--- config.mk ---
export PLATFORM = sky130hd
export DESIGN_NAME = xpmwrap_tdpram_be
export DESIGN_NICKNAME = d
export VERILOG_FILES = /design/src/rtl/xpmwrap_tdpram_be.sv
export SDC_FILE = /design/constraint.sdc
export NUM_CORES = 2
export LEC_CHECK = 0
export CAP_MARGIN = 20
export CORE_ASPECT_RATIO = 2
export CORE_MARGIN = 4
export CORE_UTILIZATION = 45
export CTS_CLUSTER_SIZE = 20
export DETAILED_ROUTE_END_ITERATION = 8
export PLACE_DENSITY_LB_ADDON = 0.08
export SYNTH_ARGS = -nofsm -noshare
export SYNTH_HDL_FRONTEND = slang
export SYNTH_SLANG_ARGS = --single-unit
--- constraint.sdc ---
create_clock -name clk -period 4.37 [get_ports clk]
set_clock_uncertainty 0.2 [all_clocks]
set_input_delay 0.6555 -clock clk [delete_from_list [all_inputs] [get_ports clk]]
set_output_delay 0.6555 -clock clk [all_outputs]
set_load 0.01 [all_outputs]
--- src/rtl/xpmwrap_tdpram_be.sv ---
// Single-clock true-dual-port RAM with byte enables, a configurable read pipeline,
// cross-port collision detection and a post-reset clear sequencer.
module xpmwrap_tdpram_be #(
   parameter int ADDR_WIDTH     = 6,
   parameter int DATA_WIDTH     = 32,
   parameter int BYTE_WIDTH     = 8,
   parameter int READ_LATENCY   = 2,
   parameter int WRITE_MODE     = 0,
   parameter int CLEAR_ON_RESET = 1,
   parameter int CNT_WIDTH      = 16
) (
   input  logic                             clk,
   input  logic                             rstn,
   input  logic                             ena,
   input  logic [DATA_WIDTH/BYTE_WIDTH-1:0] wea,
   input  logic [ADDR_WIDTH-1:0]            addra,
   input  logic [DATA_WIDTH-1:0]            dina,
   output logic [DATA_WIDTH-1:0]            douta,
   output logic                             douta_valid,
   input  logic                             enb,
   input  logic [DATA_WIDTH/BYTE_WIDTH-1:0] web,
   input  logic [ADDR_WIDTH-1:0]            addrb,
   input  logic [DATA_WIDTH-1:0]            dinb,
   output logic [DATA_WIDTH-1:0]            doutb,
   output logic                             doutb_valid,
   output logic                             init_busy,
   output logic                             collision,
   output logic [CNT_WIDTH-1:0]             collision_count
);

   localparam int NB    = DATA_WIDTH / BYTE_WIDTH;
   localparam int DEPTH = 2 ** ADDR_WIDTH;

   typedef logic [ADDR_WIDTH-1:0] addr_t;
   typedef logic [DATA_WIDTH-1:0] word_t;
   typedef logic [NB-1:0]         be_t;
   typedef enum logic {ST_CLEAR, ST_READY} state_t;

   state_t state, state_nxt;
   addr_t  clr_ptr, clr_ptr_nxt;
   logic   init_busy_nxt;
   logic   ready;

   word_t  mem [DEPTH];

   // Index 0 is port A, index 1 is port B.
   logic   p_act  [2];
   be_t    p_we   [2];
   addr_t  p_addr [2];
   word_t  p_din  [2];
   word_t  p_rd   [2];
   logic   coll_nxt;

   word_t                   pipe_d [2][READ_LATENCY];
   logic [READ_LATENCY-1:0] pipe_v [2];

   function automatic word_t merge(input word_t old_w, input word_t new_w, input be_t be);
      word_t res;
      res = old_w;
      for (int i = 0; i < NB; i++)
         if (be[i]) res[i*BYTE_WIDTH +: BYTE_WIDTH] = new_w[i*BYTE_WIDTH +: BYTE_WIDTH];
      return res;
   endfunction

   // ---------------------------------------------------------------- clear FSM
   // NOTE: sequential state uses non-blocking (<=) so every register samples pre-edge values.
   always_ff @(posedge clk or negedge rstn) begin
      if (!rstn) begin
         state     <= (CLEAR_ON_RESET != 0) ? ST_CLEAR : ST_READY;
         clr_ptr   <= '0;
         init_busy <= (CLEAR_ON_RESET != 0);
      end else begin
         state     <= state_nxt;
         clr_ptr   <= clr_ptr_nxt;
         init_busy <= init_busy_nxt;
      end
   end

   // NOTE: every output of this block gets a default first, so no path can infer a latch.
   always_comb begin
      state_nxt     = state;
      clr_ptr_nxt   = clr_ptr;
      init_busy_nxt = init_busy;
      unique case (state)
         ST_CLEAR: begin
            clr_ptr_nxt = clr_ptr + addr_t'(1);
            if (clr_ptr == addr_t'(DEPTH - 1)) begin
               state_nxt     = ST_READY;
               init_busy_nxt = 1'b0;
               clr_ptr_nxt   = '0;
            end
         end
         ST_READY: init_busy_nxt = 1'b0;
         default:  state_nxt     = ST_READY;
      endcase
   end

   assign ready = (state == ST_READY);

   // ------------------------------------------------------------ port requests
   always_comb begin
      p_act[0]  = ready & ena;
      p_act[1]  = ready & enb;
      p_addr[0] = addra;
      p_addr[1] = addrb;
      p_din[0]  = dina;
      p_din[1]  = dinb;
      p_we[0]   = p_act[0] ? wea : '0;
      p_we[1]   = p_act[1] ? web : '0;
      // Only a port's own write is ever forwarded; the other port's write is never visible.
      for (int p = 0; p < 2; p++)
         p_rd[p] = (WRITE_MODE != 0) ? merge(mem[p_addr[p]], p_din[p], p_we[p])
                                     : mem[p_addr[p]];
      coll_nxt = p_act[0] & p_act[1] & (addra == addrb) & ((|p_we[0]) | (|p_we[1]));
   end

   // -------------------------------------------------------------- storage array
   // NOTE: the array has no reset so it maps onto block RAM; the clear FSM zeroes it instead.
   always_ff @(posedge clk) begin
      if (!ready) begin
         mem[clr_ptr] <= '0;
      end else begin
         // Port B is issued first so port A's lanes are the last assignment and win.
         for (int p = 1; p >= 0; p--)
            for (int i = 0; i < NB; i++)
               if (p_we[p][i])
                  mem[p_addr[p]][i*BYTE_WIDTH +: BYTE_WIDTH] <= p_din[p][i*BYTE_WIDTH +: BYTE_WIDTH];
      end
   end

   // ------------------------------------------------------------- read pipeline
   // Data stages only advance behind a valid, so the last stage holds between strobes.
   always_ff @(posedge clk or negedge rstn) begin
      if (!rstn) begin
         for (int p = 0; p < 2; p++) begin
            pipe_v[p] <= '0;
            for (int s = 0; s < READ_LATENCY; s++) pipe_d[p][s] <= '0;
         end
      end else begin
         for (int p = 0; p < 2; p++) begin
            pipe_v[p][0] <= p_act[p];
            if (p_act[p]) pipe_d[p][0] <= p_rd[p];
            for (int s = 1; s < READ_LATENCY; s++) begin
               pipe_v[p][s] <= pipe_v[p][s-1];
               if (pipe_v[p][s-1]) pipe_d[p][s] <= pipe_d[p][s-1];
            end
         end
      end
   end

   assign douta       = pipe_d[0][READ_LATENCY-1];
   assign douta_valid = pipe_v[0][READ_LATENCY-1];
   assign doutb       = pipe_d[1][READ_LATENCY-1];
   assign doutb_valid = pipe_v[1][READ_LATENCY-1];

   // ------------------------------------------------------- collision tracking
   always_ff @(posedge clk or negedge rstn) begin
      if (!rstn) begin
         collision       <= 1'b0;
         collision_count <= '0;
      end else begin
         collision <= coll_nxt;
         if (coll_nxt && (collision_count != '1))
            collision_count <= collision_count + CNT_WIDTH'(1);
      end
   end

endmodule
==> results.yml <==
outcome:
  status: "finished, violations left"
  violations: "slew limit"
floorplanning:
  core_mm2: 0.277
  initial_core_util_pct: 45.2
  dieArea_mm2: 0.287
  die_x_um: 381
  rows: 273
  die_y_um: 754
  pin_count: 172
sta:
  fin_ws_ns: 0.439
  drv_slew: 1
  tns_ns: 0
  max_freq_mhz: 254
  hold_viol_final: 0
  setup_viol: 0
  min_period_ns: 3.93
  rsz0062_at_grt: "false"
  slew_headroom_pct: -0.519
  period_share_pct: 89.9
  worst_slew_pin_slew_ns: 1.51
logic_synthesis:
  synthAdderAreaFrac_pct: 0.0200
  synth_top_area_share_pct: 49.2
  synthXorXnorAreaFrac_pct: 0.161
  synthesis.nets: 11485
  syn-cell-area_mm2: 0.125
  synth_area_per_cell_um2: 11.0
  synth_area_leaders: "edfxtp_1 (49%), mux4_2 (11%), o21ai_0 (8.7%)"
  synthMostInstantiatedCell: "nand2_1"
  netlist_top_cells_count: "nand2_1 (2,390), o21ai_0 (2,168), edfxtp_1 (2,048), clkbuf_1 (875), mux4_2 (607)"
  synth-seq-cells: 2205
  syn_inst: 11395
  ys_async_sr_fraction_pct: 7.12
  synth_top_family_by_area: "multiplexers"
  synth_mux_area_share_pct: 16.7
  synth_ff_type: "edfxtp_1"
  yosys_warnings: 0
  synthSimpleGateAreaFrac_pct: 9.58
  yosysUniqueCellTypes: 83
  synth-seq-area-share_pct: 52.3
  synth-edff-count: 2048
  synth_compound_gate_area_share_pct: 16.3
  yosysTopAreaCell: "edfxtp_1"
grt:
  antenna_found_initial: 56
  track_usage_pct: 44.9
  grt_pass1_vias: 104063
  grt_pass1_wl_mm: 885
  grt-ovfl-total: 0
  grt_start_max_net_pins: 85
routing:
  drc: 0
  ant_nets: 0
  viasPerCell: 6.97
  drt_iter0_drc: 14863
  first_pass_iters: 8
  drt-total-wl_mm: 660
  wl_per_cell_um: 42.7
  num_vias: 107727
pwr:
  clkPwrFrac_pct: 43.0
  peakVddDrop_mv: 0.363
  combinationalPowerShare_pct: 8.7
  p_switching_mw: 12.0
  sequentialPowerShare_pct: 48.3
  switching_share_pct: 25.5
  leakage_nw: 43.4
  intPower_mw: 35.0
  power_density_mw_per_mm2: 327
cells_and_area:
  nets: 11751
  fillCellCount: 24319
  area_delta_synth_final_pct: 14.9
  drive_gt1_share_pct: 21.4
  multi_input_area_mm2: 0.0539
  seq_area_mm2: 0.0654
  final_area_mm2: 0.144
  stdcell_count: 15456
  fin_util_pct: 51.9
placement:
  place_inst: 15007
  pre_cts_ws_ns: -0.329
  io_buffers: 171
  place_area_mm2: 0.136
  dpl.hpwl_mm: 467
  gp_congestion: 1.02
clock_network:
  clk_latency_ns: 0.95
  cts_sinks: 2205
  cts_made_buffers: 219
  post_cts_buffers: 0
  cts_buffer_depth: 4
  cts_tree: "built"
  root_buffer: "clkbuf_16"
  cts_resized: 0
  htree_levels: 4
  path_clk_slew_ns: 0.07
worst_setup_path:
  start_kind: "input pin"
  criticalPathCategory: "input pin to flop"
  crit_required_ns: 4.72
  cp_max_fo: 10
  arrival_ns: 4.28
  crit_path_end_kind: "flop"
flow_run:
  cap_violations: 0
min_path:
  min-delay-path-class: "input pin to flop"
[area by class of cell]
| type | instances | area share, % |
|---|---|---|
| flip-flops and latches | 2205 | 45.5 |
| multi-input cells | 7828 | 37.5 |
| repair buffers | 1395 | 8.71 |
| clock buffers | 282 | 4.12 |
| well taps | 3575 | 3.11 |
| clock inverters | 118 | 0.919 |
| diodes | 41 | 0.0714 |
| inverters | 12 | 0.0435 |
[metrics by stage]
| step | power, mW | hold slack (ns) |
|---|---|---|
| final | 47.0 | 0.0647 |
| after global routing | 47.7 | 0.0929 |
| after CTS | 46.8 | 0.0509 |
| after detailed placement | 27.0 | 0.272 |
| after global placement | 27.0 | 0.270 |
| after floorplan | 25.0 | 0.152 |
[flip-flops by register name, summed over array words and instances, names as in the netlist]
register         count
clr_ptr              6
init_busy            1
pipe_d              64
ready                1
collision            1
collision_count     16
pipe_v               2
mem               2048
doutb               32
doutb_valid          1
douta_valid          1
douta               32
[layer usage]
metal | global-route usage, % | vias up | routed length, um
met3 | 10.3 | 2981 | 63300
met1 | 45.5 | 52780 | 195000
met2 | 73.1 | 8361 | 310000
met4 | 48.5 | 18 | 91400
met5 | 0.0337 | - | 127
li1 | - | 43587 | -
[layout by cell type, fill, tap and decap left out, types with 15 or more instances in the layout]
cell	synthesis	routed
nor2_2	18	16
clkinvlp_4	0	15
a31oi_1	19	19
xor2_1	15	15
clkdlybuf4s50_1	0	132
edfxtp_1	2048	2048
diode_2	0	41
o22a_1	19	19
o22ai_1	360	360
o32a_1	20	20
a21oi_1	182	181
mux2_2	190	190
buf_4	108	1085
a221oi_1	188	188
nand2_2	3	43
nand2_1	2390	2349
clkbuf_16	0	224
a22oi_1	304	304
a22o_1	46	46
nand4_1	41	41
clkinv_2	0	41
mux2i_1	485	484
bufinv_16	0	27
o21ai_0	2168	2167
buf_12	1	136
clkbuf_1	875	49
nor2_1	350	340
mux4_2	607	607
clkinv_1	2	23
dfrtp_1	156	154
nand3_1	120	119
a211oi_1	17	17
buf_2	252	31
a221o_1	41	41
[power groups by stage]
stage	clock network [mW]	registers (mW)	logic, mW
detailed placement	0	23.2	3.85
floorplan	0	23.2	1.82
finish	20.2	22.7	4.08
global placement	0	23.2	3.83
CTS	20.2	22.7	3.85
global route	21.0	22.7	4.01
[timing repair]
item / in CTS / in global routing
hold buffers: 1 / 0
setup endpoints to repair: 0 / 0
endpoints found under the hold margin: 53 / 0
[cell families (layout without fill, tap and decap cells)]
| group | Yosys count | count (layout) |
|---|---|---|
| compound gates | 3478 | 3478 |
| flops | 2205 | 2205 |
| xor+xnor | 23 | 23 |
| mux | 1299 | 1299 |
| simple gates | 3026 | 3026 |
| fa+ha+maj | 2 | 2 |
| buf+inv | 1362 | 1807 |
| other cells | 0 | 41 |
[path summary, 6_finish.rpt]
path / startpoint / end / slack [ns] / cells past startpoint
setup / recovery: web[3] / mem[50][4] / 0.44 / 10
hold / removal: dina[11] / mem[40][11] / 0.06 / 3
setup reg to reg: ready / mem[50][4] / 0.45 / 9
hold reg to reg: collision_count[11] / collision_count[11] / 0.28 / 1
max in group asynchronous: rstn / init_busy / 2.78 / 3
min in group asynchronous: rstn / doutb[9] / 0.15 / 2
[worst max-delay path: stages]
cell             delay [ns]
clkdlybuf4s50_1        0.54
nor4_2                 0.10
buf_4                  0.16
nand2b_1               0.29
buf_12                 0.22
buf_4                  0.16
o41ai_2                0.74
nand2_1                0.36
buf_12                 0.22
o22ai_1                0.81
No activity file was read; power rests on OpenSTA's default activity.
